===== config.mk =====
export PLATFORM = sky130hd
export DESIGN_NAME = universal_counter_n
export DESIGN_NICKNAME = d
export VERILOG_FILES = /design/src/rtl/universal_counter_n.sv
export SDC_FILE = /design/constraint.sdc
export NUM_CORES = 1
export LEC_CHECK = 0
export ABC_AREA = 1
export CORE_ASPECT_RATIO = 0.8
export CORE_UTILIZATION = 50
export CTS_CLUSTER_DIAMETER = 40
export DETAILED_ROUTE_END_ITERATION = 6
export PLACE_DENSITY_LB_ADDON = 0.3
export SYNTH_ARGS = -nofsm -noshare
export SYNTH_HDL_FRONTEND = slang
export SYNTH_SLANG_ARGS = --single-unit

===== constraint.sdc =====
create_clock -name CLK -period 2.08 [get_ports CLK]
set_clock_uncertainty 0.1 [all_clocks]
set_input_delay 0.416 -clock CLK [delete_from_list [all_inputs] [get_ports CLK]]
set_output_delay 0.416 -clock CLK [all_outputs]
set_load 0.05 [all_outputs]

===== src/rtl/universal_counter_n.sv =====
// rtl/universal_counter_n.sv - loadable up/down counter with a programmable terminal value and cascade carry
// Vectors are MSB-first ([0:WIDTH-1]); arithmetic is unsigned.
module universal_counter_n #(
  parameter int WIDTH = 8,
  parameter int SAT   = 0
) (
  input  logic             CLK,
  input  logic             RESET,
  input  logic [0:WIDTH-1] D,
  input  logic [0:WIDTH-1] LIMIT,
  input  logic             CIN,
  input  logic [0:1]       SEL,
  output logic [0:WIDTH-1] Q,
  output logic             COUT,
  output logic             TC
);

  localparam logic [0:1] SEL_LOAD = 2'b00;
  localparam logic [0:1] SEL_DEC  = 2'b01;
  localparam logic [0:1] SEL_INC  = 2'b10;
  localparam logic [0:1] SEL_HOLD = 2'b11;

  localparam logic [0:WIDTH-1] ZERO = '0;
  localparam logic [0:WIDTH-1] ONE  = {{(WIDTH-1){1'b0}}, 1'b1};

  logic [0:WIDTH-1] q_q, q_d;
  logic             cout_q, cout_d;
  logic             at_limit, at_zero;

  assign at_limit = (q_q == LIMIT);
  assign at_zero  = (q_q == ZERO);

  // Lookahead terminal count lets the next stage count on the same edge.
  assign TC = CIN & (((SEL == SEL_INC) & at_limit) | ((SEL == SEL_DEC) & at_zero));

  always_comb begin
    q_d    = q_q;
    cout_d = cout_q;
    case (SEL)
      SEL_LOAD: begin
        q_d    = D;
        cout_d = 1'b1;
      end
      SEL_DEC: begin
        if (!CIN) begin
          cout_d = 1'b0;
        end else if (at_zero) begin
          cout_d = 1'b1;
          q_d    = (SAT != 0) ? q_q : LIMIT;
        end else begin
          q_d    = q_q - ONE;
          cout_d = 1'b0;
        end
      end
      SEL_INC: begin
        // Above LIMIT (after a load) the count simply rolls through all-ones silently.
        if (!CIN) begin
          cout_d = 1'b0;
        end else if (at_limit) begin
          cout_d = 1'b1;
          q_d    = (SAT != 0) ? q_q : ZERO;
        end else begin
          q_d    = q_q + ONE;
          cout_d = 1'b0;
        end
      end
      SEL_HOLD: begin
        q_d    = q_q;
        cout_d = cout_q;
      end
      default: begin
        q_d    = q_q;
        cout_d = cout_q;
      end
    endcase
  end

  always_ff @(posedge CLK or posedge RESET) begin
    if (RESET) begin
      q_q    <= ZERO;
      cout_q <= 1'b0;
    end else begin
      q_q    <= q_d;
      cout_q <= cout_d;
    end
  end

  assign Q    = q_q;
  assign COUT = cout_q;

endmodule


Yosys cells after proc, flatten, opt, wreduce, memory -nomap -nowiden
Cells that the tools add are included.
{ "totals": {"input_bits": 21, "ff_bits": 9, "output_inout_bits": 10} }
{ "op_classes": {"eq_ne": 6, "n_addsub": 2, "reduce_logical": 3, "n_mux": 10, "bitwise_logic": 5} }
{ "ops": {"columns": ["op", "n"], "rows": [
  ["2-to-1 mux 8 bit", 4],
  ["case mux 8 bit (3 select lines)", 1],
  ["adder 8 x 1 -> 8 bit (second input constant)", 1],
  ["== test 8 bit", 1],
  ["logical NOT 8 bit", 1],
  ["subtractor 8 x 1 -> 8 bit (second input constant)", 1],
  ["== test 2 bit (second input constant)", 2],
  ["2-to-1 mux 1 bit", 4],
  ["!= test 2 bit (second input constant)", 2],
  ["bitwise AND 1 bit", 3],
  ["case mux 1 bit (3 select lines)", 1],
  ["AND reduction 3 bit", 1],
  ["== test 2 x 1 -> 1 bit (second input constant)", 1],
  ["logical NOT 2 bit", 1],
  ["inverter 1 bit", 1],
  ["OR 1 bit", 1]
]} }

Depth between registers and ports, before layout
Gate-level depths: netlist (run 1).
{ "logic_depth": {"word_depth": 4, "ltp_mapped": 12} }

Least setup slack after synthesis (run 1)
OpenSTA, ideal clock, no wires.
{ "synth_timing": {"path_type": "flip-flop to output port", "startpoint": "register q_q (netlist bit Q[7])", "endpoint": "output port TC", "path_stages_with_launch": 8, "n_path_buf": 0, "required_ps": 1564, "setup_slack_ps": -204, "t_arrival_ps": 1768, "cell_sequence": "dfrtp_1 -> inv_2 -> ha_1 -> nand2_2 -> nor2_8 -> nand2_4 -> inv_1 -> o21a_1"} }
{ "synth_via": {"elab_chain_len": 4, "elab_cells_between_ends": 6, "cone_classes": "eq/ne: 1; bitwise: 4; reduce/logical: 1"} }
{ "synth_lines": {"columns": ["element", "line", "text"], "rows": [
  ["from (decl)", "26", "logic [0:WIDTH-1] q_q, q_d;"],
  ["from (signal assigned)", "83", "q_q <= q_d;"],
  ["== test 8 bit / logical NOT 8 bit (equally long branches)", "30, 31", null],
  ["bitwise AND 1 bit", "34", "assign TC = CIN & (((SEL == SEL_INC) & at_limit) | ((SEL == SEL_DEC) & at_zero));"],
  ["OR 1 bit (*)", "34", null],
  ["bitwise AND 1 bit (*)", "34", null],
  ["to (decl)", "15", "output logic TC"]
]} }
Every way passes the cells marked *; elsewhere a longest branch is shown, timed or not.

Worst setup path in the final report (run 1)
{ "layout_timing": {"startpoint": "register q_q (netlist bit Q[0])", "endpoint": "output port TC"} }
The elaborated chain is that of the path after synthesis.

==> metrics.txt, run 1 <==
status=finished with violations; failing checks=setup timing; Tot GR Track Use=0.343; Max FO, Critical Path=3; routed wire length=4.90 mm; clock sinks=9; # diodes=0; Layout Cells excl Fill=338; Die ar.=2780 um2; total power=1.36 mW; slowest cell on the critical path=dfrtp_1; Seq/Total Area, Yosys=0.175; Tcrit/Tclk final=1.02; GR peak layer=met2; cells after synthesis=217; critical path class=flop to primary output; core footprint=2440 um2; max frequency=471 MHz; Tightest Pin Transition=0.489 ns; worst min-delay path class=primary input to async pin; router iterations before antenna repair=7; Yosys reg bits=9; via count=1846; Pins Over Slew Limit=0; Mapped Area=1280 um2; Core Rows=16; most frequent cells in the layout=74 x nand2_1, 63 x buf_4, 33 x nor2_1; CP endpoint kind=primary output; final hold violation count=0; die height=47.3 um; Max IR drop VDD=503 uV; largest net degree at the start of global routing=17; CP bufs+invs=2; Rel. slew slack=0.673; initial core utilization=0.526; CTS Hold Buffers Added=0; gp weighted congestion=0.900; first-pass GRT wire length=6.99 mm; number of I/O port buffers=30; leakage=1.19 nW; Min Clock Period, post-route=2.12 ns; routing usage on met3=0.0882; root buf cell=clkbuf_4; CP top delay family=simple AND/OR/NAND/NOR gates; crit path cell chain=buf_4, nand2_1, nand2_1, nand2_2, nor2_4, nand2_2, nor2_2, o21a_4, buf_12; total congestion overflow=0; pwr/cell area=643 nW/um2; fin nets=330; cell count after placement=292; HPWL after DPL=2.44 mm; Crit. path cell count=9; vias per cell=5.46; commonest non-fill, non-tap cell in the layout=nand2_1; GR Util met1=0.386; count of cell types in the netlist=25; CP max stage delay=0.43 ns; RSZ-0062 raised after global routing=yes; H-Tree Depth=1; post-synth net total=244; Max-Cap Viols=0; initial DRC count=243; Ys Warns=0; cell area after layout=2120 um2; WL per Instance=14.5 um; worst path required time=1.56 ns; Inserted Clock Buffers=3; Clock Latency Late Sink=0.27 ns; Die X=58.7 um; r2r worst-path depth=12; setup violators final=1; CTS Buffer Depth=2; clock slew at reported path FFs=0.07 ns; data arrival time of the critical path=1.61 ns; Area Overhead vs Synth=64.8%; final antenna-violating net count=0; Placed Area=1710 um2; fraction of layout cells with a size suffix above 1=0.364; vias in the first global route=1563; # DRC=0; CTS tree=built; Final Worst Setup Slack=-0.0427 ns; initial antenna violation count=0; # IOs=31; synthesized area per cell=5.92 um2; crit path launch type=flop; Hold WS=0.306 ns; post-place setup slack=-0.140 ns; M2 GR Usage=0.630
kinds of logic (layout without fill, tap and decap cells):
family,count (synthesis),in the layout,synth area share
and+or+nand+nor,145,145,0.513
buffers and inverters,38,123,0.142
AOI/OAI and AO/OA,10,10,0.0497
xor gates and xnor gates,9,9,0.0613
DFF,9,9,0.175
adders and majority gates,6,6,0.0584
Yosys cell counts, drive strengths merged:
master / n / area [um2]
nand3: 15 / 75.1
nand2: 83 / 332
xnor2: 3 / 26.3
dfrtp: 9 / 225
clkbuf: 1 / 3.75
nor2: 41 / 211
buf: 7 / 66.3
inv: 30 / 113
nand4: 3 / 18.8
ha: 6 / 75.1
o21ai: 7 / 42.5
xor2: 6 / 52.6
a21oi: 2 / 13.8
o21a: 1 / 7.51
nand3b: 3 / 22.5
layout make-up:
| type | count | area (um2) |
|---|---|---|
| clock buffer | 4 | 26.3 |
| fill | 146 | 325 |
| inverter | 30 | 113 |
| multi-input combinational | 170 | 937 |
| sequential | 9 | 234 |
| tap | 36 | 45.0 |
| timing repair buffer | 89 | 762 |
path summary, 6_finish.rpt:
path	endpoint	slack, ns	from
worst max-delay path	TC	-0.04	Q[0]
worst min-delay path	Q[0]	0.31	RESET
worst max register to register	Q[1]	0.30	Q[2]
worst min register to register	COUT	0.44	COUT
max in group asynchronous	Q[4]	1.28	RESET
min in group CLK	COUT	0.44	COUT
registers in the layout, indices dropped and copies added, names as in the netlist:
| register | cells |
|---|---|
| COUT | 1 |
| Q | 8 |
what timing repair did:
item,CTS,global route
setup buffers,40,2
hold endpoints to repair,0,0
pin swaps,5,8
setup endpoints to repair,1,1
gates resized for setup,19,11
per-stage QoR:
step	setup TNS [ns]	util
after floorplan	0	-
after global routing	-0.0981	0.867
final	-0.0427	0.867
after global placement	-0.159	0.701
after CTS	0	0.844
after detailed placement	-0.306	0.701
metal layers:
metal  part of all wire  routed length (um)  vias to the layer above
met2               0.47                2290                      149
met4              0.061                 299                        0
li1                   -                   -                      827
met5                  0                   0                        -
met1               0.37                1840                      821
met3              0.098                 480                       49
power by group:
part           switching, mW  internal [mW]  leakage [nW]
sequential            0.0587          0.215         0.101
combinational          0.546          0.394          1.07
clock                 0.0729         0.0744        0.0150
total                  0.678          0.683          1.19
Power figures use the tool's default switching activity.
==> run 2, diff against run 1 <==
- CAP_MARGIN: default -> 20
- CTS_CLUSTER_DIAMETER: 40 -> 200
==> results of run 2 <==
The final DEF is identical to that of run 1; final timing and power are the same.
==> run 3, diff against run 2 <==
- CORE_ASPECT_RATIO: 0.8 -> default
==> metrics.txt, run 3 (synthesis results as in run 1) <==
vias in the first global route=1431; Tot GR Track Use=0.301; failing checks=setup timing; gp weighted congestion=0.901; cell repeated most along the worst path=nand2_1; root buf cell=clkbuf_4; first-pass GRT wire length=6.08 mm; worst path required time=1.56 ns; sequential share of power=0.201; final antenna-violating net count=0; # IOs=31; number of I/O port buffers=30; initial DRC count=52; Clock power frac=0.106; crit path cell chain=inv_2, nand2_1, nand2_1, nand2_1, nor2_2, nand2_2, nor2_2, o21a_2, buf_12; total congestion overflow=0; Final Worst Setup Slack=-0.0166 ns; clock sinks=9; status=finished with violations; Comb pwr share=0.693; initial antenna violation count=0; Inserted Clock Buffers=3; Area Overhead vs Synth=55.7%; Register Area=235 um2; RSZ-0062 raised after global routing=yes; area occupied by multi-input gates=901 um2; setup violators final=1; leakage=1.13 nW; commonest non-fill, non-tap cell in the layout=nand2_1; Tightest Pin Transition=0.659 ns; Psw=638 uW; routed wire length=4.05 mm; post-layout util=0.815; Internal Power=705 uW; Hold WS=0.301 ns; die height=52.7 um; CTS Buffer Depth=2; switching portion of total power=0.475; slowest cell on the critical path=dfrtp_2; Die X=52.7 um; data arrival time of the critical path=1.58 ns; H-Tree Depth=1; initial core utilization=0.523; Largest register FFs=8; final hold violation count=0; Min Clock Period, post-route=2.10 ns; core footprint=2450 um2; Pins Over Slew Limit=0; CP endpoint kind=primary output; vias per cell=5.01; fin nets=318; Rel. slew slack=0.561; worst min-delay path class=primary input to async pin; crit path launch type=flop; CTS tree=built; Max FO, Critical Path=6; HPWL after DPL=2.63 mm; clock slew at reported path FFs=0.06 ns; CTS Hold Buffers Added=0; Max-Cap Viols=0; pwr/cell area=671 nW/um2; Max IR drop VDD=784 uV; largest net degree at the start of global routing=17; Die ar.=2780 um2; WL per Instance=12.7 um; max frequency=477 MHz; via count=1604; fraction of layout cells with a size suffix above 1=0.317; Tcrit/Tclk final=1.01; Core Rows=18; # DRC=0; # diodes=0; most frequent cells in the layout=79 x nand2_1, 48 x buf_4, 32 x nor2_1; CP max stage delay=0.46 ns; critical path class=flop to primary output; router iterations before antenna repair=4; Clock Latency Late Sink=0.27 ns; Fillers=179
run 3: cell count changes in the layout (fill, tap and decap cells not counted), moves of 2 or more:
cell,change
nand2_1,+5
buf_4,-15
nand2_2,-5
inv_2,-2
buf_6,+3
run 3: routing by layer:
metal / vias up / global-route usage / wire length, um
li1: 801 / - / -
met1: 724 / 0.355 / 1590
met2: 71 / 0.521 / 2100
met3: 8 / 0.0783 / 295
met4: 0 / 0.101 / 62
met5: - / 0 / 0
run 3: cell type report:
class | instances | share of cell area
tap | 30 | 0.0188
inverter | 30 | 0.0588
sequential | 9 | 0.118
multi-input combinational | 170 | 0.450
timing repair buffer | 77 | 0.341
clock buffer | 4 | 0.0131
run 3: worst paths after layout:
path                            endpoint  cells after the start  startpoint  slack (ns)
worst max-delay path                  TC                      9        Q[0]       -0.02
worst min-delay path                Q[4]                      2       RESET        0.30
worst max register to register      Q[1]                     12        Q[7]        0.27
worst min register to register      COUT                      2        COUT        0.46
max in group asynchronous           Q[5]                      2       RESET        1.30
min in group CLK                    COUT                      2        COUT        0.46
run 3: power by group through the flow:
| stage | logic (mW) | registers (mW) | clock network [mW] |
|---|---|---|---|
| 2_1_floorplan | 0.428 | 0.374 | 0 |
| 6_report | 0.931 | 0.270 | 0.142 |
| 5_1_grt | 1.01 | 0.274 | 0.154 |
| 3_3_place_gp | 0.668 | 0.304 | 0 |
| 4_1_cts | 0.820 | 0.277 | 0.140 |
| 3_5_place_dp | 0.678 | 0.304 | 0 |
run 3: repair_timing:
action,in CTS,in global routing
pin swaps,8,8
gates resized for setup,17,10
buffers inserted,20,11
setup endpoints to repair,1,1
run 3: metrics by stage:
| step | power (mW) | instance area (um2) | setup WS [ns] | cells | setup TNS, ns |
|---|---|---|---|---|---|
| detailed placement | 0.983 | 1690 | -0.237 | 285 | -1.78 |
| floorplan | 0.801 | 1290 | 0.0390 | 217 | 0 |
| global route | 1.44 | 2000 | -0.0840 | 320 | -0.0840 |
| global placement | 0.972 | 1690 | -0.166 | 285 | -1.38 |
| CTS | 1.24 | 1890 | 0.000845 | 309 | 0 |
| finish | 1.34 | 2000 | -0.0166 | 320 | -0.0166 |
run 3: worst max-delay path: cells and delay by family (launching register included):
kind | cells | cell delay (ns)
simple gates | 6 | 0.49
compound gates | 1 | 0.15
buf+inv | 2 | 0.20
flops | 1 | 0.46
